### config.mk
export PLATFORM = sky130hd
export DESIGN_NAME = fp_mul_arbiter
export DESIGN_NICKNAME = d
export VERILOG_FILES = /design/src/rtl/fp_mul_arbiter.sv
export SDC_FILE = /design/constraint.sdc
export NUM_CORES = 2
export LEC_CHECK = 0
export ABC_AREA = 1
export CAP_MARGIN = 20
export CORE_UTILIZATION = 60
export CTS_BUF_LIST = sky130_fd_sc_hd__clkbuf_8
export CTS_CLUSTER_DIAMETER = 40
export DETAILED_ROUTE_END_ITERATION = 10
export GPL_ROUTABILITY_DRIVEN = 0
export PLACE_DENSITY_LB_ADDON = 0.15
export SETUP_SLACK_MARGIN = 0.5
export SYNTH_ARGS = -nofsm -noshare
export SYNTH_HDL_FRONTEND = slang
export SYNTH_SLANG_ARGS = --single-unit
### constraint.sdc
create_clock -name clk -period 24.6 [get_ports clk]
set_input_delay 2.46 -clock clk [delete_from_list [all_inputs] [get_ports clk]]
set_output_delay 2.46 -clock clk [all_outputs]
set_load 0.01 [all_outputs]
### src/rtl/fp_mul_arbiter.sv
// fp_mul_arbiter: round-robin share of one truncating fp32 multiplier
// among NREQ requesters, with a one-entry registered result stage.
//
// Ports:
//   clk, rst_n            clock (rising edge), async active-low reset
//   req_valid/req_ready   per-requester request handshake (bit i)
//   req_a, req_b          operands of requester i in bits [32*i+:32]
//   rsp_valid/rsp_id      result register valid and owning requester
//   rsp_result            truncated fp32 product A*B
//   rsp_ready             bit i: requester i accepts the response
//   stats_clr             synchronous clear of grant counters
//   grant_cnt             per-requester grant count in bits [16*i+:16]
//
// Optional: define FP_MUL_ARB_STATS_EN to build saturating grant
// counters; otherwise grant_cnt reads 0 and stats_clr is ignored.

module fp_mul_arbiter #(
   parameter int NREQ = 4,
   parameter int IDW  = $clog2(NREQ)
) (
   input  logic                 clk,
   input  logic                 rst_n,
   input  logic [NREQ-1:0]      req_valid,
   output logic [NREQ-1:0]      req_ready,
   input  logic [32*NREQ-1:0]   req_a,
   input  logic [32*NREQ-1:0]   req_b,
   output logic                 rsp_valid,
   output logic [IDW-1:0]       rsp_id,
   output logic [31:0]          rsp_result,
   input  logic [NREQ-1:0]      rsp_ready,
   input  logic                 stats_clr,
   output logic [16*NREQ-1:0]   grant_cnt
);

   // ------------------------------------------------------------
   // State
   // ------------------------------------------------------------
   logic            rsp_valid_q, rsp_valid_d;
   logic [IDW-1:0]  rsp_id_q, rsp_id_d;
   logic [31:0]     rsp_result_q, rsp_result_d;
   logic [IDW-1:0]  ptr_q, ptr_d;

   // ------------------------------------------------------------
   // Arbitration
   // ------------------------------------------------------------
   logic            slot_free;
   logic            any_valid;
   logic            grant;
   logic [IDW-1:0]  win_idx;

   // The result slot frees up either when empty or when its owner
   // drains it this cycle; other rsp_ready bits are don't-care.
   assign slot_free = !rsp_valid_q || rsp_ready[rsp_id_q];

   // Scan from ptr upward with wrap; scanning in descending distance
   // lets the closest set bit to ptr overwrite the others.
   always_comb begin
      int idx;
      idx       = 0;
      win_idx   = '0;
      any_valid = 1'b0;
      for (int k = NREQ - 1; k >= 0; k--) begin
         idx = int'(ptr_q) + k;
         if (idx >= NREQ) begin
            idx = idx - NREQ;
         end
         if (req_valid[idx]) begin
            win_idx   = IDW'(idx);
            any_valid = 1'b1;
         end
      end
   end

   // rst_n gating keeps req_ready low while reset is asserted.
   assign grant = rst_n && slot_free && any_valid;

   always_comb begin
      req_ready = '0;
      if (grant) begin
         req_ready = NREQ'(1) << win_idx;
      end
   end

   // ------------------------------------------------------------
   // Shared multiplier (combinational, truncating)
   // ------------------------------------------------------------
   logic [31:0]  win_a, win_b;
   logic         mul_sgn;
   logic [47:0]  mul_prod;
   logic [22:0]  mul_frac;
   logic [7:0]   mul_exp;
   logic         mul_zero;
   logic [31:0]  mul_res;
   logic         unused_prod_lsb;

   assign win_a = req_a[32*int'(win_idx) +: 32];
   assign win_b = req_b[32*int'(win_idx) +: 32];

   always_comb begin
      mul_sgn  = win_a[31] ^ win_b[31];
      mul_zero = (win_a[30:0] == 31'd0) ||
                 (win_b[30:0] == 31'd0);
      mul_prod = {24'd0, 1'b1, win_a[22:0]} *
                 {24'd0, 1'b1, win_b[22:0]};
      // Product of two [1,2) mantissas lies in [1,4); bit 47 set
      // means a one-bit normalise shift and an exponent bump.
      if (mul_prod[47]) begin
         mul_frac = mul_prod[46:24];
      end else begin
         mul_frac = mul_prod[45:23];
      end
      // 8-bit arithmetic gives the mod-256 exponent wrap for free.
      mul_exp = win_a[30:23] + win_b[30:23] - 8'd127
              + {7'd0, mul_prod[47]};
      if (mul_zero) begin
         mul_res = {mul_sgn, 31'd0};
      end else begin
         mul_res = {mul_sgn, mul_exp, mul_frac};
      end
   end

   assign unused_prod_lsb = ^mul_prod[22:0];

   // ------------------------------------------------------------
   // Result stage and pointer next state
   // ------------------------------------------------------------
   always_comb begin
      rsp_valid_d  = rsp_valid_q;
      rsp_id_d     = rsp_id_q;
      rsp_result_d = rsp_result_q;
      ptr_d        = ptr_q;
      if (grant) begin
         rsp_valid_d  = 1'b1;
         rsp_id_d     = win_idx;
         rsp_result_d = mul_res;
         if (int'(win_idx) == NREQ - 1) begin
            ptr_d = '0;
         end else begin
            ptr_d = win_idx + IDW'(1);
         end
      end else if (slot_free) begin
         rsp_valid_d = 1'b0;
      end
   end

   always_ff @(posedge clk or negedge rst_n) begin
      if (!rst_n) begin
         rsp_valid_q  <= 1'b0;
         rsp_id_q     <= '0;
         rsp_result_q <= '0;
         ptr_q        <= '0;
      end else begin
         rsp_valid_q  <= rsp_valid_d;
         rsp_id_q     <= rsp_id_d;
         rsp_result_q <= rsp_result_d;
         ptr_q        <= ptr_d;
      end
   end

   assign rsp_valid  = rsp_valid_q;
   assign rsp_id     = rsp_id_q;
   assign rsp_result = rsp_result_q;

   // ------------------------------------------------------------
   // Grant statistics
   // ------------------------------------------------------------
`ifdef FP_MUL_ARB_STATS_EN
   logic [15:0] cnt_q [NREQ];
   logic [15:0] cnt_d [NREQ];

   // Clear takes priority over a same-cycle increment.
   always_comb begin
      for (int i = 0; i < NREQ; i++) begin
         cnt_d[i] = cnt_q[i];
         if (stats_clr) begin
            cnt_d[i] = 16'd0;
         end else if (grant && (int'(win_idx) == i) &&
                      (cnt_q[i] != 16'hFFFF)) begin
            cnt_d[i] = cnt_q[i] + 16'd1;
         end
      end
   end

   always_ff @(posedge clk or negedge rst_n) begin
      if (!rst_n) begin
         for (int i = 0; i < NREQ; i++) begin
            cnt_q[i] <= 16'd0;
         end
      end else begin
         for (int i = 0; i < NREQ; i++) begin
            cnt_q[i] <= cnt_d[i];
         end
      end
   end

   always_comb begin
      grant_cnt = '0;
      for (int i = 0; i < NREQ; i++) begin
         grant_cnt[16*i +: 16] = cnt_q[i];
      end
   end
`else
   logic unused_stats_clr;

   assign unused_stats_clr = stats_clr;
   assign grant_cnt        = '0;
`endif

endmodule

# Yosys cells after proc, flatten, opt, wreduce, memory -nomap -nowiden
# Index checks and enable logic that the tools add are counted.
[totals]
regBits = 37
inputBits = 267
out_inout_bits = 103
word_cells = 70
[classes]
addsub = 11
n_mul = 1
n_lt_le_gt_ge = 9
eq_ne = 1
shifts = 3
mux = 32
bitwise_logic = 1
reduce_logical = 8
[ops]
columns = ["op", "count"]
rows = [
  ["indexed part select 128 x 8 -> 32 bit", 2],
  ["less-than comparator 32 x 4 -> 1 bit (second input constant)", 4],
  ["two-way mux 32 bit", 4],
  ["logical NOT 31 bit", 2],
  ["multiplier 24 x 24 -> 48 bit", 1],
  ["two-way mux 31 bit", 1],
  ["two-way mux 23 bit", 1],
  ["two-way mux 1 bit", 15],
  ["subtractor 3 x 3 -> 4 bit (second input constant)", 3],
  ["binary-select mux 1 bit (select 2 bit)", 5],
  ["two-way mux 2 bit", 5],
  ["greater-or-equal comparator 3 bit (second input constant)", 3],
  ["adder 8 x 1 -> 8 bit", 1],
  ["adder 8 bit", 1],
  ["subtractor 8 x 7 -> 8 bit (second input constant)", 1],
  ["adder 2 x 2 -> 3 bit (second input constant)", 2],
  ["two-way mux 4 bit", 1],
  ["<< shifter 1 x 2 -> 4 bit (first input constant)", 1],
  ["subtractor 2 x 3 -> 4 bit (second input constant)", 1],
  ["adder 2 x 1 -> 3 bit (second input constant)", 1],
  ["greater-or-equal comparator 2 x 3 -> 1 bit (second input constant)", 1],
  ["less-than comparator 2 x 3 -> 1 bit (second input constant)", 1],
  ["adder 2 x 1 -> 2 bit (second input constant)", 1],
  ["== test 2 x 1 -> 1 bit (second input constant)", 1],
  ["other kinds (5)", 7],
]

# Logic depth before layout (Yosys ltp)
[logic_depth]
word_depth = 15
ltp_mapped = 55

# Worst setup path after synthesis
# OpenSTA, ideal clock, no wires.
[synth_path]
kind = "input to register"
start = "in req_valid[1]"
end = "reg rsp_result_q[30] (netlist: rsp_result[30])"
setup_time_ns = 0.127
t_arrival_ns = 11.378
required_time_ns = 24.473
path_slack_ns = 13.095
path_stages = 54
path_buffers = 6
cell_sequence = "inv_1 > nand2_1 > nand3_1 > nand2_1 > nand3_2 > nand2_2 > nand2_4 > nand2_4 > inv_2 > buf_2 > buf_4 > buf_2 > nor2_1 > nor2_1 > a32oi_1 > buf_2 > inv_1 > clkbuf_1 > [18 not listed] > inv_1 > o21ai_0 > a21oi_1 > nand3_1 > nand2_2 > buf_4 > ha_1 > inv_1 > ha_1 > a21oi_1 > o21bai_1 > a21oi_1 > o21ai_0 > a21o_1 > a21oi_1 > xor2_1 > xor2_1 > o21ai_0"
[synth_via]
elab_chain_cells = 12
[synth_lines]
columns = ["item", "line", "rtl"]
rows = [
  ["start, declared", "23", "input logic [NREQ-1:0] req_valid,"],
  ["branches (longest 12 deep; another with multiplier 24 x 24 -> 48 bit)", "n/a", ""],
  ["end signal, assigned", "155", "rsp_result_q <= rsp_result_d;"],
  ["end, declared", "40", "logic [31:0] rsp_result_q, rsp_result_d;"],
]
# Several ways; the timed one is not identified. The select of a mux whose other input is x is not followed.
# A chain may end at the register's enable or synchronous reset.

# Worst setup path after layout
[layout_path]
start = "in req_valid[3]"
end = "reg rsp_result_q[30] (netlist: rsp_result[30])"
# Same word-level chain as after synthesis.

==> results.toml <==
[route]
drc = 0
ant_nets = 0
wl_um = 80850
num_vias = 22140
drtIter0Drc = 2360
via_per_inst = 5.655
wl_per_cell_um = 20.65
drt_first_pass_iters = 6

[timing]
period_minus_slack_ps = 14860
tightest_slew_ps = 937.1
final_max_slew_viol_count = 0
fin_skew_ps = 5.280
setup_violations = 0
final.setup.tns_ps = 0
hold_viol = 0
slew_headroom_pct = 37.53
finalCritPeriodShare_pct = 60.40
rsz0062_at_grt = "false"
max_freq_mhz = 67.30
holdWs_ps = 489.5
timing.final.ws_setup_ps = 9741

[clocking]
cts_buffers = 5
cts_tree = "done"
clk_pin_slew_ps = 70
postCtsHoldBufs = 0
htreeDepth = 2
clkLatencyLatePin_ps = 280
clockRootBuffer = "clkbuf_8"
cts.sinks = 37
cts_setup_buffers = 0
clk_path_buf_depth = 2
post_cts_resized = 0

[setup_path]
cp-start-kind = "primary input"
worstSetupPathType = "in2reg"
worst_path_dominant_cell_family = "adder cells"
critical_path.slowest_cell = "clkinv_1"
cp.buffers_inverters = 11
cp-end-kind = "flip-flop"
worstPathRequired_ps = 24760
path_max_fanout = 95
path_common_cell = "fa_1"
cp_slowest_stage_delay_ps = 880
cp.arrival_ps = 15020

[finish]
drive_gt1_share_pct = 4.564
regArea_sq_um = 925.9
multiInputGateArea_sq_um = 19470
fin_nets = 4331
final_cell_mix = "inv_1 (717), nand2_1 (623), fa_1 (482)"
n_fill_cell = 3169
mostFrequentLayoutCell = "inv_1"
syn2layout_area_growth_pct = 14.17

[synthesis]
avgSynthCellArea_sq_um = 7.566
muxShareOfSynthArea_pct = 0.04185
synth-simple-area-share_pct = 20.93
synth-compound-area-share_pct = 7.795
synth.lib_cells_used.distinct = 58
synth_xor_area_share_pct = 1.135
synth_top_family_by_area = "adder cells"
synth_seq_cells = 37
synthCells = 3161
yosysSeqAreaShare_pct = 3.872
yosys.area_share.adder_pct = 50.13
async_flop_share_pct = 100.0
synth_area_sq_um = 23920
yosysWarnings = 0
ys.flop_type = "dfrtp_1"
synth_edf_count = 0

[floorplanning]
die_y_um = 201.6
die_w_um = 201.6
initial_core_util_pct = 61.31
design.core.area_sq_um = 39010
rows = 72
die_area_sq_um = 40660
ios = 370

[global_route]
grtUsageTotal_pct = 41.08
grt_max_degree = 96
grt_pass1_vias = 23530
grt_overflow = 0
grt_pass1_wl_um = 128000
antenna_found_initial = 3

[outcome]
outcome = "complete, no violations"

[placed_design]
hpwl_um = 64090
io_buffers = 304
preCtsSetupSlack_ps = 9837

[flow_run]
max-cap-violations = 0

[worst_hold_path]
hold_class = "reg2reg"
==> metal layers <==
layer	GRT usage [%]	share of wire [%]	up-vias
met5	1.190	0.13	-
met4	18.40	5.6	8
met3	14.11	14	327
met2	64.17	44	1502
met1	51.46	36	10600
li1	-	-	9705
==> area by class of cell <==
class | instances | share of cell area, %
flip-flops and latches | 37 | 3.391
well taps | 518 | 2.374
diodes | 1 | 0.009165
clock buffers | 5 | 0.2520
multi-input cells | 2260 | 71.30
repair buffers | 353 | 12.47
clock inverters | 3 | 0.05041
inverters | 738 | 10.15
==> state kept, by name, summed over array words and instances, names as in the netlist <==
register    count
ptr_q           2
rsp_id          2
rsp_result     32
rsp_valid       1
==> cell families (layout without fill, tap and decap cells) <==
family                     after synthesis  in the layout
AOI/OAI and AO/OA                      266            266
xor gates and xnor gates                31             31
adders and majority gates              669            669
buffers and inverters                  927           1099
DFF                                     37             37
muxes                                    1              1
other                                    1             65
and+or+nand+nor                       1229           1229
==> worst reg2reg max path, delay by kind of cell, from the launching register on <==
family | cells | cell delay (ps)
adder cells (fa/ha/maj) | 10 | 4350
AO/OA/AOI/OAI | 13 | 2700
flip-flops | 1 | 620
AND/OR/NAND/NOR | 13 | 2420
buffers and inverters | 9 | 2260
XOR/XNOR | 2 | 460
==> through the flow <==
step                std cells  utilization, %  instance area (sq um)
finish                   3915           70.00                  27300
floorplan                3224               -                  24150
detailed placement       3906           69.78                  27220
global placement         3906           69.78                  27220
global route             3914           69.99                  27300
CTS                      3914           69.99                  27300
==> worst paths after layout <==
check	slack, ps	start	cells past startpoint	endpoint
min reg2reg	490	rsp_result[1]$_DFFE_PN0P_	2	rsp_result[1]$_DFFE_PN0P_
max reg2reg	11660	ptr_q[0]$_DFFE_PN0P_	47	rsp_result[30]$_DFFE_PN0P_
min in group asynchronous	2280	rst_n	1	rsp_result[18]$_DFFE_PN0P_
max in group asynchronous	21780	rst_n	1	rsp_result[23]$_DFFE_PN0P_
max	9740	req_valid[3]	47	rsp_result[30]$_DFFE_PN0P_
min	490	rsp_result[1]$_DFFE_PN0P_	2	rsp_result[1]$_DFFE_PN0P_
==> cells in the mapped netlist (all sizes together), types with 2 or more instances <==
master,number,area (sq um)
a21boi,2,15.01
o21bai,5,37.54
a31oi,18,112.6
o211ai,5,37.54
nor3,20,105.1
a211oi,4,30.03
ha,187,2340
a32oi,26,355.4
buf,108,770.7
fa,482,9649
dfrtp,37,925.9
nand3,83,483.0
o21ai,78,397.9
a21o,2,15.01
o21a,4,30.03
clkbuf,81,304.0
nor2,436,1642
xor2,14,122.6
a2bb2oi,2,17.52
nand3b,7,52.55
nand2,630,2392
a21oi,88,451.7
o31ai,17,231.5
xnor2,17,148.9
o22ai,3,18.77
nand4,7,43.79
nor4,8,50.05
o32ai,7,68.82
clkinv,8,30.03
inv,730,2740
or2,38,237.7
Power is not shown: default switching activity piles up to over one toggle a cycle in this logic, so the estimate is an artifact.
